### src/rtl/imem_loader_pkg.sv
// Shared instruction-memory geometry and loader state encoding; the
// instruction memory imports the same geometry constants.
package imem_loader_pkg;

  localparam int IMEM_ADDR_W = 6;
  localparam int IMEM_DEPTH  = 64;

  typedef enum logic [2:0] {
    ST_IDLE,
    ST_LEN,
    ST_DATA,
    ST_WRITE,
    ST_CSUM,
    ST_DONE
  } state_e;

endpackage

### src/rtl/imem_word_assembler.sv
// Packs a little-endian byte stream into 32-bit words and keeps a running
// XOR checksum of every accepted byte.
module imem_word_assembler (
  input  logic        clk,
  input  logic        rst_n,
  input  logic        clear_i,
  input  logic        byte_valid_i,
  input  logic [7:0]  byte_i,
  output logic        word_ready_o,
  output logic [31:0] word_o,
  output logic [7:0]  csum_o
);

  logic [1:0]  idx_q;
  logic [23:0] low_q;
  logic [7:0]  csum_q;

  always_ff @(posedge clk or negedge rst_n) begin
    if (!rst_n) begin
      idx_q  <= '0;
      low_q  <= '0;
      csum_q <= '0;
    end else if (clear_i) begin
      idx_q  <= '0;
      low_q  <= '0;
      csum_q <= '0;
    end else if (byte_valid_i) begin
      idx_q  <= idx_q + 2'd1;
      csum_q <= csum_q ^ byte_i;
      case (idx_q)
        2'd0:    low_q[7:0]   <= byte_i;
        2'd1:    low_q[15:8]  <= byte_i;
        2'd2:    low_q[23:16] <= byte_i;
        default: ;
      endcase
    end
  end

  // The top byte is never stored: the full word is presented while the
  // fourth byte is still on the input, so the caller latches it that cycle.
  assign word_ready_o = byte_valid_i && (idx_q == 2'd3);
  assign word_o       = {byte_i, low_q};
  assign csum_o       = csum_q;

endmodule

### src/rtl/imem_loader.sv
// Instruction-memory loader: receives length, little-endian words and an XOR
// checksum over a byte handshake and writes the words while stalling the core.
module imem_loader
  import imem_loader_pkg::*;
#(
  parameter int ADDR_W = IMEM_ADDR_W,
  parameter int DEPTH  = IMEM_DEPTH
) (
  input  logic              clk,
  input  logic              rst,
  input  logic              start,
  input  logic              abort,
  input  logic [7:0]        rx_data,
  input  logic              rx_valid,
  output logic              rx_ready,
  output logic              wr_en,
  output logic [ADDR_W-1:0] wr_addr,
  output logic [31:0]       wr_data,
  output logic              busy,
  output logic              cpu_stall,
  output logic              done,
  output logic              err,
  output logic [ADDR_W:0]   words_loaded
);

  localparam logic [8:0] DEPTH_W = 9'(DEPTH);

  state_e            state_q, state_d;
  logic [ADDR_W:0]   cnt_q, cnt_d;
  logic [ADDR_W:0]   len_q, len_d;
  logic              err_q, err_d;
  logic [ADDR_W-1:0] addr_q;
  logic [31:0]       data_q;

  logic        asm_clear;
  logic        byte_valid;
  logic        word_ready;
  logic [31:0] word;
  logic [7:0]  csum;
  logic        fire;

  assign asm_clear  = (state_q == ST_IDLE) && start;
  assign byte_valid = (state_q == ST_DATA) && rx_valid && !abort;
  assign fire       = rx_valid && rx_ready;

  imem_word_assembler u_asm (
    .clk         (clk),
    .rst_n       (rst),
    .clear_i     (asm_clear),
    .byte_valid_i(byte_valid),
    .byte_i      (rx_data),
    .word_ready_o(word_ready),
    .word_o      (word),
    .csum_o      (csum)
  );

  always_ff @(posedge clk or negedge rst) begin
    if (!rst) begin
      state_q <= ST_IDLE;
      cnt_q   <= '0;
      len_q   <= '0;
      err_q   <= 1'b0;
      addr_q  <= '0;
      data_q  <= '0;
    end else begin
      state_q <= state_d;
      cnt_q   <= cnt_d;
      len_q   <= len_d;
      err_q   <= err_d;
      if (word_ready) begin
        addr_q <= cnt_q[ADDR_W-1:0];
        data_q <= word;
      end
    end
  end

  always_comb begin
    rx_ready = 1'b0;
    state_d  = state_q;
    cnt_d    = cnt_q;
    len_d    = len_q;
    err_d    = err_q;
    case (state_q)
      ST_IDLE: begin
        if (start) begin
          err_d   = 1'b0;
          cnt_d   = '0;
          state_d = ST_LEN;
        end
      end
      ST_LEN: begin
        rx_ready = !abort;
        if (abort) begin
          err_d   = 1'b1;
          state_d = ST_DONE;
        end else if (fire) begin
          if (rx_data == 8'd0 || {1'b0, rx_data} > DEPTH_W) begin
            err_d   = 1'b1;
            state_d = ST_DONE;
          end else begin
            len_d   = rx_data[ADDR_W:0];
            state_d = ST_DATA;
          end
        end
      end
      ST_DATA: begin
        rx_ready = !abort;
        if (abort) begin
          err_d   = 1'b1;
          state_d = ST_DONE;
        end else if (word_ready) begin
          state_d = ST_WRITE;
        end
      end
      ST_WRITE: begin
        // The write on this cycle always lands, even when aborted, so the
        // count must include it.
        cnt_d = cnt_q + (ADDR_W+1)'(1);
        if (abort) begin
          err_d   = 1'b1;
          state_d = ST_DONE;
        end else if (cnt_d == len_q) begin
          state_d = ST_CSUM;
        end else begin
          state_d = ST_DATA;
        end
      end
      ST_CSUM: begin
        rx_ready = !abort;
        if (abort) begin
          err_d   = 1'b1;
          state_d = ST_DONE;
        end else if (fire) begin
          if (rx_data != csum) err_d = 1'b1;
          state_d = ST_DONE;
        end
      end
      ST_DONE: state_d = ST_IDLE;
      default: state_d = ST_IDLE;
    endcase
  end

  assign wr_en        = (state_q == ST_WRITE);
  assign wr_addr      = addr_q;
  assign wr_data      = data_q;
  assign busy         = (state_q != ST_IDLE);
  assign cpu_stall    = busy;
  assign done         = (state_q == ST_DONE);
  assign err          = err_q;
  assign words_loaded = cnt_q;

endmodule

### config.mk
export PLATFORM = sky130hd
export DESIGN_NAME = imem_loader
export DESIGN_NICKNAME = d
export VERILOG_FILES = /design/src/rtl/imem_loader_pkg.sv /design/src/rtl/imem_word_assembler.sv /design/src/rtl/imem_loader.sv
export SDC_FILE = /design/constraint.sdc
export NUM_CORES = 1
export LEC_CHECK = 0
export BUFFER_PORTS_ARGS = -buffer_cell sky130_fd_sc_hd__buf_2
export CELL_PAD_IN_SITES_DETAIL_PLACEMENT = 1
export CELL_PAD_IN_SITES_GLOBAL_PLACEMENT = 1
export CORE_MARGIN = 10
export CORE_UTILIZATION = 46
export CTS_BUF_LIST = sky130_fd_sc_hd__clkbuf_4 sky130_fd_sc_hd__clkbuf_8
export CTS_CLUSTER_DIAMETER = 200
export DETAILED_ROUTE_END_ITERATION = 10
export GPL_TIMING_DRIVEN = 1
export PLACE_DENSITY_LB_ADDON = 0.08
export SYNTH_ARGS = -nofsm -noshare
export SYNTH_HDL_FRONTEND = slang
export SYNTH_SLANG_ARGS = --single-unit
export TNS_END_PERCENT = 100
### constraint.sdc
create_clock -name clk -period 2.3 [get_ports clk]
set_input_delay 0.345 -clock clk [delete_from_list [all_inputs] [get_ports clk]]
set_output_delay 0.345 -clock clk [all_outputs]
set_load 0.01 [all_outputs]
# After elaboration in Yosys (flattened, before gate mapping)
# Cells that the tools add are included.
# totals
input_bits	13
out_inout_bits	51
reg_bits	90
# classes
bitwise_logic	3
addsub	2
n_reduce_logical	26
n_mux	32
magnitude_cmp	1
eq_ne	17
# ops
op	count
24-bit 2-to-1 mux	2
8-bit 2-to-1 mux	5
3-bit 2-to-1 mux	10
3-bit case mux with 5 select lines	1
7-bit case mux with 2 select lines	1
3-bit inequality test, second input constant	4
2-bit nonzero test	5
1-bit 2-to-1 mux	9
8-bit by 7-bit > comparator with 1-bit output, second input constant	1
8-bit logical NOT	1
8-bit inequality test	1
2-bit AND reduction	4
4-bit AND reduction	2
8-bit XOR	1
7-bit by 1-bit adder with 7-bit output, second input constant	1
7-bit equality test	1
7-bit 2-to-1 mux	1
7-bit AND reduction	1
3-bit by 2-bit equality test with 1-bit output, second input constant	2
3-bit equality test, second input constant	2
1-bit logical AND	5
2-bit equality test, second input constant	2
2-bit 2-to-1 mux	2
1-bit case mux with 4 select lines	1
15 further kinds	16

# Logic depth before layout (Yosys ltp)
# Gate-level depths: netlist of the first run.
# logic_depth
ltp_word	7
ltp_mapped	7
depth_no_buf	7

# Modules after synthesis
# From an unflattened synthesis of the first run, not the netlist that was laid out.
# unflattened
cells_unflattened	367
hier_area_um2	4385.5
# modules_own_cells
mod	instances	area_per_inst_um2	cells_per_inst	seq_area_each_um2
imem_loader	1	2691.3	224	1401.3
imem_word_assembler	1	1694.1	143	850.8

# Least setup slack after synthesis of the first run
# OpenSTA, ideal clock, no wires.
# synth_path
path_kind	input port to flip-flop
start	input rx_data[1]
end	register len_q[3]
path_stages	6
path_slack_ps	195
n_path_buf	1
t_required_ps	2175
arrival_ps	1980
cell_sequence	buf_2 > or4_4 > o31a_1 > nor3_4 > nand3_4 > mux2_4
# synth_via
elab_chain_len	4
# synth_rtl
item	line	rtl
start, declared	imem_loader.sv:13	input logic [7:0] rx_data,
8-bit by 7-bit > comparator with 1-bit output or 8-bit logical NOT (tied branches)	imem_loader.sv:97	if (rx_data == 8'd0 || {1'b0, rx_data} > DEPTH_W) begin
1-bit logical OR (*)	imem_loader.sv:97	
1-bit NOT (no line) (*)	--	
4-bit AND reduction (no line) (*)	--	
end signal, assigned	imem_loader.sv:68	len_q <= len_d;
end, declared	imem_loader.sv:30	logic [ADDR_W:0] len_q, len_d;
# Every way passes the cells marked *; elsewhere a longest branch is shown, timed or not.
# A chain may end at the register's enable or synchronous reset.

# Worst setup path after layout of the first run
# layout_path
start	register cnt_q[0], in the netlist words_loaded[0]
end	register state_q[1]
# layout_via
elab_chain_len	5
# layout_rtl
item	line	rtl
start, declared	imem_loader.sv:29	logic [ADDR_W:0] cnt_q, cnt_d;
start signal, assigned	imem_loader.sv:67	cnt_q <= cnt_d;
7-bit by 1-bit adder with 7-bit output	imem_loader.sv:118	cnt_d = cnt_q + (ADDR_W+1)'(1);
7-bit equality test	imem_loader.sv:122	end else if (cnt_d == len_q) begin
3-bit 2-to-1 mux	imem_loader.sv:122	
3-bit 2-to-1 mux	imem_loader.sv:119	if (abort) begin
3-bit case mux with 5 select lines	imem_loader.sv:83	case (state_q)
end signal, assigned	imem_loader.sv:66	state_q <= state_d;
end, declared	imem_loader.sv:28	state_e state_q, state_d;
# Every way passes these cells.

==> results of run 1 <==
[routing by layer]
metal,share of wire (%),GRT usage (%)
met2,50,27.99
met5,0,0
met4,1.2,4.223
met1,45,20.36
met3,3.8,3.152
[where the power goes]
part           leakage [nW]  switching, W  internal [W]  total, W
clock                 0.114      0.000570      0.000661   0.00123
sequential             1.24     0.0000940       0.00169   0.00178
combinational          1.14      0.000494      0.000403  0.000897
total                  2.50       0.00116       0.00275   0.00391
[worst max-delay path by stage]
stage,startpoint,end,slack (ns),cells after the start
2_1_floorplan,rx_data[1],len_q[3],0.20,6
3_3_place_gp,rx_data[2],len_q[0],0.21,6
3_5_place_dp,rx_data[2],len_q[1],0.16,6
4_1_cts,words_loaded[0],state_q[1],0.14,6
5_1_grt,words_loaded[0],state_q[1],0.06,6
6_report,words_loaded[0],state_q[1],0.18,6
[sequential cells by signal, indices dropped and copies added (netlist names)]
register and count:
state_q 3, err 1, wr_addr 6, u_asm.idx_q 2
wr_data 32, len_q 7, words_loaded 7, u_asm.low_q 24
u_asm.csum_o 8
[cell families (layout without fill, tap and decap cells)]
family | after synthesis | in the layout | share of synthesized area (%)
simple gates | 116 | 116 | 14.26
flops | 90 | 90 | 53.72
compound gates | 73 | 73 | 9.728
mux | 47 | 47 | 13.19
buf+inv | 34 | 106 | 3.849
xor+xnor | 18 | 18 | 3.760
fa+ha+maj | 5 | 5 | 1.492
[cell usage in the layout (no fill, tap or decap), types with 14 or more instances in the layout]
master   instances
a21oi_1         27
buf_2           62
buf_4           18
dfrtp_1         90
mux2_1          38
nand2_1         58
nand3_1         27
o21ai_0         15
o21ai_1         17
xnor2_1         14
[worst max-delay path, stage by stage, from the launching register on]
cell	delay, ns
dfrtp_1	0.47
ha_1	0.29
and3_1	0.24
xnor2_1	0.15
or4b_1	0.48
nor4_1	0.27
o31ai_1	0.10
[per-stage QoR]
| stage | hold WS [ns] | cell area [µm²] | power (W) | worst slack, ns |
|---|---|---|---|---|
| detailed placement | 0.4088 | 4708 | 0.002709 | 0.1580 |
| global placement | 0.4145 | 4708 | 0.002671 | 0.2139 |
| floorplan | 0.04941 | 4193 | 0.002393 | 0.1950 |
| finish | 0.01301 | 4938 | 0.003908 | 0.1780 |
| global route | 0.03461 | 4938 | 0.004096 | 0.06284 |
| CTS | 0.02980 | 4938 | 0.003944 | 0.1444 |
[cell type report]
class	count	area [µm²]
fill	975	3867
clock buffer	11	145.1
multi-input combinational	259	1789
clock inverter	5	85.08
timing repair buffer	83	505.5
inverter	7	26.28
tap	108	135.1
sequential	90	2252
==> qor.txt, run 1 <==
CTS tree = done
CP Capture Type = flip-flop
CP startpoint kind = flip-flop
ys flop type = dfrtp_1
Reg2Reg Depth = 6
largest net degree at the start of global routing = 49
VDD IR max = 0.3373 mV
CTS H-Tree Depth = 3
Synthesis Warnings = 0
CTS sink count = 90
Final min period = 2.122 ns
Worst EP required = 2.53 ns
max-slew violation count = 0
Crit Reg-Reg Startpoint = words_loaded[0]
GR Overflow Total = 0
cell count after synthesis = 383
Layout area overhead = 17.79%
Pleak = 2.496 nW
Mapped Nets = 401
Die Wd = 115.5 µm
clk_lat worst skew = 0.35 ns
Arr. time, crit path = 2.35 ns
Clock Pin Slew Worst Setup and Hold Paths = 0.09 ns
top-count cell post-synth = dfrtp_1
DP Wirelength = 7731 µm
layout cells sized above 1 = 24.84%
fin crit share = 92.26%
number of synthesized flops with an enable pin = 0
worst setup path class = reg2reg
ANT nets after route = 0
reg2reg end = state_q[1]
hold buffers post-CTS = 0
Commonest cells post-synth = dfrtp_1 (90), nand2_1 (58), mux2_1 (38), a21oi_1 (27), nand3_1 (27)
final hold violation count = 0
vias in the first global route = 3359
syn_area_per_cell = 10.95 µm²
area share of the leading cell type in the synthesized netlist = 53.72%
setup bufs post-CTS = 0
RSZ-0062 raised after global routing = no
total track usage = 16.22%
post-synthesis sequential area ratio = 53.72%
top post-synthesis cells by area = dfrtp_1 (54%), mux2_1 (10%), nand2_1 (5.2%)
Slew @ Worst Pin = 0.6532 ns
Total Wirelength = 10710 µm
core area = 8806 µm²
final core occ = 56.08%
Synth Register Bits = 90
Routed WL per cell = 19.02 µm
DIE AREA = 13330 µm²
P per Cell Area = 791.3 nW/µm²
initial drt markers = 153
Post-Route Setup TNS = 0 ns
row cnt = 34
die height = 115.5 µm
drc violations = 0
antenna violations before repair = 0
Netlist cell types = 48
CTS Root Cell = clkbuf_8
slew margin rel. = 56.45%
fmax = 471.3 MHz
Final GP Congestion = 0.8192
NumNets Final = 468
Layout Cells excl Fill = 563
Starting Density = 47.61%
worst clock skew = 0.01516 ns
First-pass DRT Iterations = 4
crit-path max FO = 7
vias per inst = 5.551
maxcap violations = 0
n_diodes = 0
CTS Buffer Depth = 2
total CTS buffers = 9
top-level I/O count = 64
setup violators final = 0
Synth Cell Area = 4193 µm²
cell accounting for the most synthesized area = dfrtp_1
outcome = completed
input/output buffers = 63
vias post-DR = 3125
first-pass GRT wire length = 17240 µm
worst hold path type = in2async
reg-to-reg slack, setup = 0.18 ns
Synth async-reset ratio = 100.0%
placed cell count = 547
cts repair resizes = 0
Power figures use the tool's default switching activity.
==> inputs of run 2 (changes only) <==
==> constraint.sdc (replaced) <==
create_clock -name clk -period 2.1 [get_ports clk]
set_input_delay 0.315 -clock clk [delete_from_list [all_inputs] [get_ports clk]]
set_output_delay 0.315 -clock clk [all_outputs]
set_load 0.01 [all_outputs]
==> qor.txt, run 2 (same netlist as run 1, synthesis figures left out) <==
total CTS buffers = 9
antenna violations before repair = 0
CP Capture Type = primary output
die height = 115.5 µm
CTS Buffer Depth = 2
layout cells sized above 1 = 25.76%
Post-Route Setup TNS = 0 ns
vias in the first global route = 3436
CP startpoint kind = flip-flop
worst setup path class = reg2out
commonest non-fill, non-tap cell in the layout = dfrtp_1
drc violations = 0
total track usage = 17.03%
NumNets Final = 471
largest net degree at the start of global routing = 42
DIE AREA = 13330 µm²
vias post-DR = 3177
Final min period = 1.965 ns
fmax = 509.0 MHz
reg-to-reg slack, setup = 0.18 ns
Routed WL per cell = 19.43 µm
ANT nets after route = 0
CTS sink count = 90
Worst EP required = 1.78 ns
final hold violation count = 0
Pleak = 2.493 nW
Slew @ Worst Pin = 0.4579 ns
DP Wirelength = 7861 µm
hold depth = 3
outcome = completed
RSZ-0062 raised after global routing = no
GR Overflow Total = 0
Clock Pin Slew Worst Setup and Hold Paths = 0.10 ns
Final GP Congestion = 0.7899
CTS tree = done
Reg2Reg Depth = 6
Die Wd = 115.5 µm
worst hold path type = in2reg
initial drt markers = 144
CTS Root Cell = clkbuf_8
crit-path max FO = 13
P per Cell Area = 839.0 nW/µm²
worst clock skew = 0.01167 ns
First-pass DRT Iterations = 5
setup bufs post-CTS = 0
vias per inst = 5.613
max-slew violation count = 0
commonest cells after routing, fill and taps aside = dfrtp_1 (89), buf_2 (62), nand2_1 (58)
setup violators final = 0
input/output buffers = 63
fin crit share = 93.55%
CTS H-Tree Depth = 3
first-pass GRT wire length = 17820 µm
clk_lat worst skew = 0.37 ns
final core occ = 56.12%
maxcap violations = 0
max reg flops = 32
slew margin rel. = 69.47%
row cnt = 34
core area = 8806 µm²
top-level I/O count = 64
VDD IR max = 0.4409 mV
Layout area overhead = 17.88%
Arr. time, crit path = 1.65 ns
Starting Density = 47.61%
n_diodes = 0
Total Wirelength = 11000 µm
## run 2: worst paths after layout
| check | from | end |
|---|---|---|
| max | state_q[0] | rx_ready |
| min | rx_data[7] | u_asm.csum_o[7] |
| max reg2reg | words_loaded[0] | state_q[1] |
| min reg2reg | wr_data[20] | wr_data[20] |
| max in group asynchronous | rst | u_asm.csum_o[7] |
| min in group asynchronous | rst | words_loaded[3] |
## run 2: layout make-up
class | instances | area [µm²]
fillers | 966 | 3864
clock inverters | 6 | 58.81
clock buffers | 10 | 137.6
multi-input cells | 259 | 1800
inverters | 7 | 26.28
flip-flops and latches | 90 | 2253
repair buffers | 86 | 530.5
well taps | 108 | 135.1
## run 2: power breakdown
group	internal [W]	leakage [nW]	total, W	switching, W
registers	0.00185	1.24	0.00195	0.000105
clock network	0.000487	0.0966	0.00117	0.000685
logic	0.000464	1.16	0.00102	0.000557
total	0.00280	2.49	0.00415	0.00135
## run 2: worst max-delay path: stages, from the launching register on
cell and delay, ns:
dfrtp_1 0.40, buf_4 0.19, or3_4 0.40, a21oi_1 0.15, buf_2 0.14
## run 2: per-stage QoR
stage	instance area, µm²	std cells	hold slack (ns)	setup WS, ns	power [W]
2_1_floorplan	4193	383	0.01941	0.02501	0.002621
3_3_place_gp	4723	549	0.2966	0.04504	0.002943
3_5_place_dp	4723	549	0.3038	0.002025	0.002985
4_1_cts	4930	566	0.2868	0.05326	0.004179
5_1_grt	4942	566	0.3004	0.03959	0.004368
6_report	4942	566	0.2915	0.1354	0.004147
## run 2: timing repair
action | in CTS | in global routing
hold buffers | 1 | 0
endpoints found under the setup margin | 0 | 2
gates resized for setup | 0 | 3
hold endpoints to repair | 32 | 0
## run 2: layer usage
layer  wire [µm]  track usage (%)  vias up
met1        4585            20.38     1627
li1            -                -     1472
met4         135            5.574        0
met3         563            4.031       13
met2        5714            29.56       65
met5           0                0        -
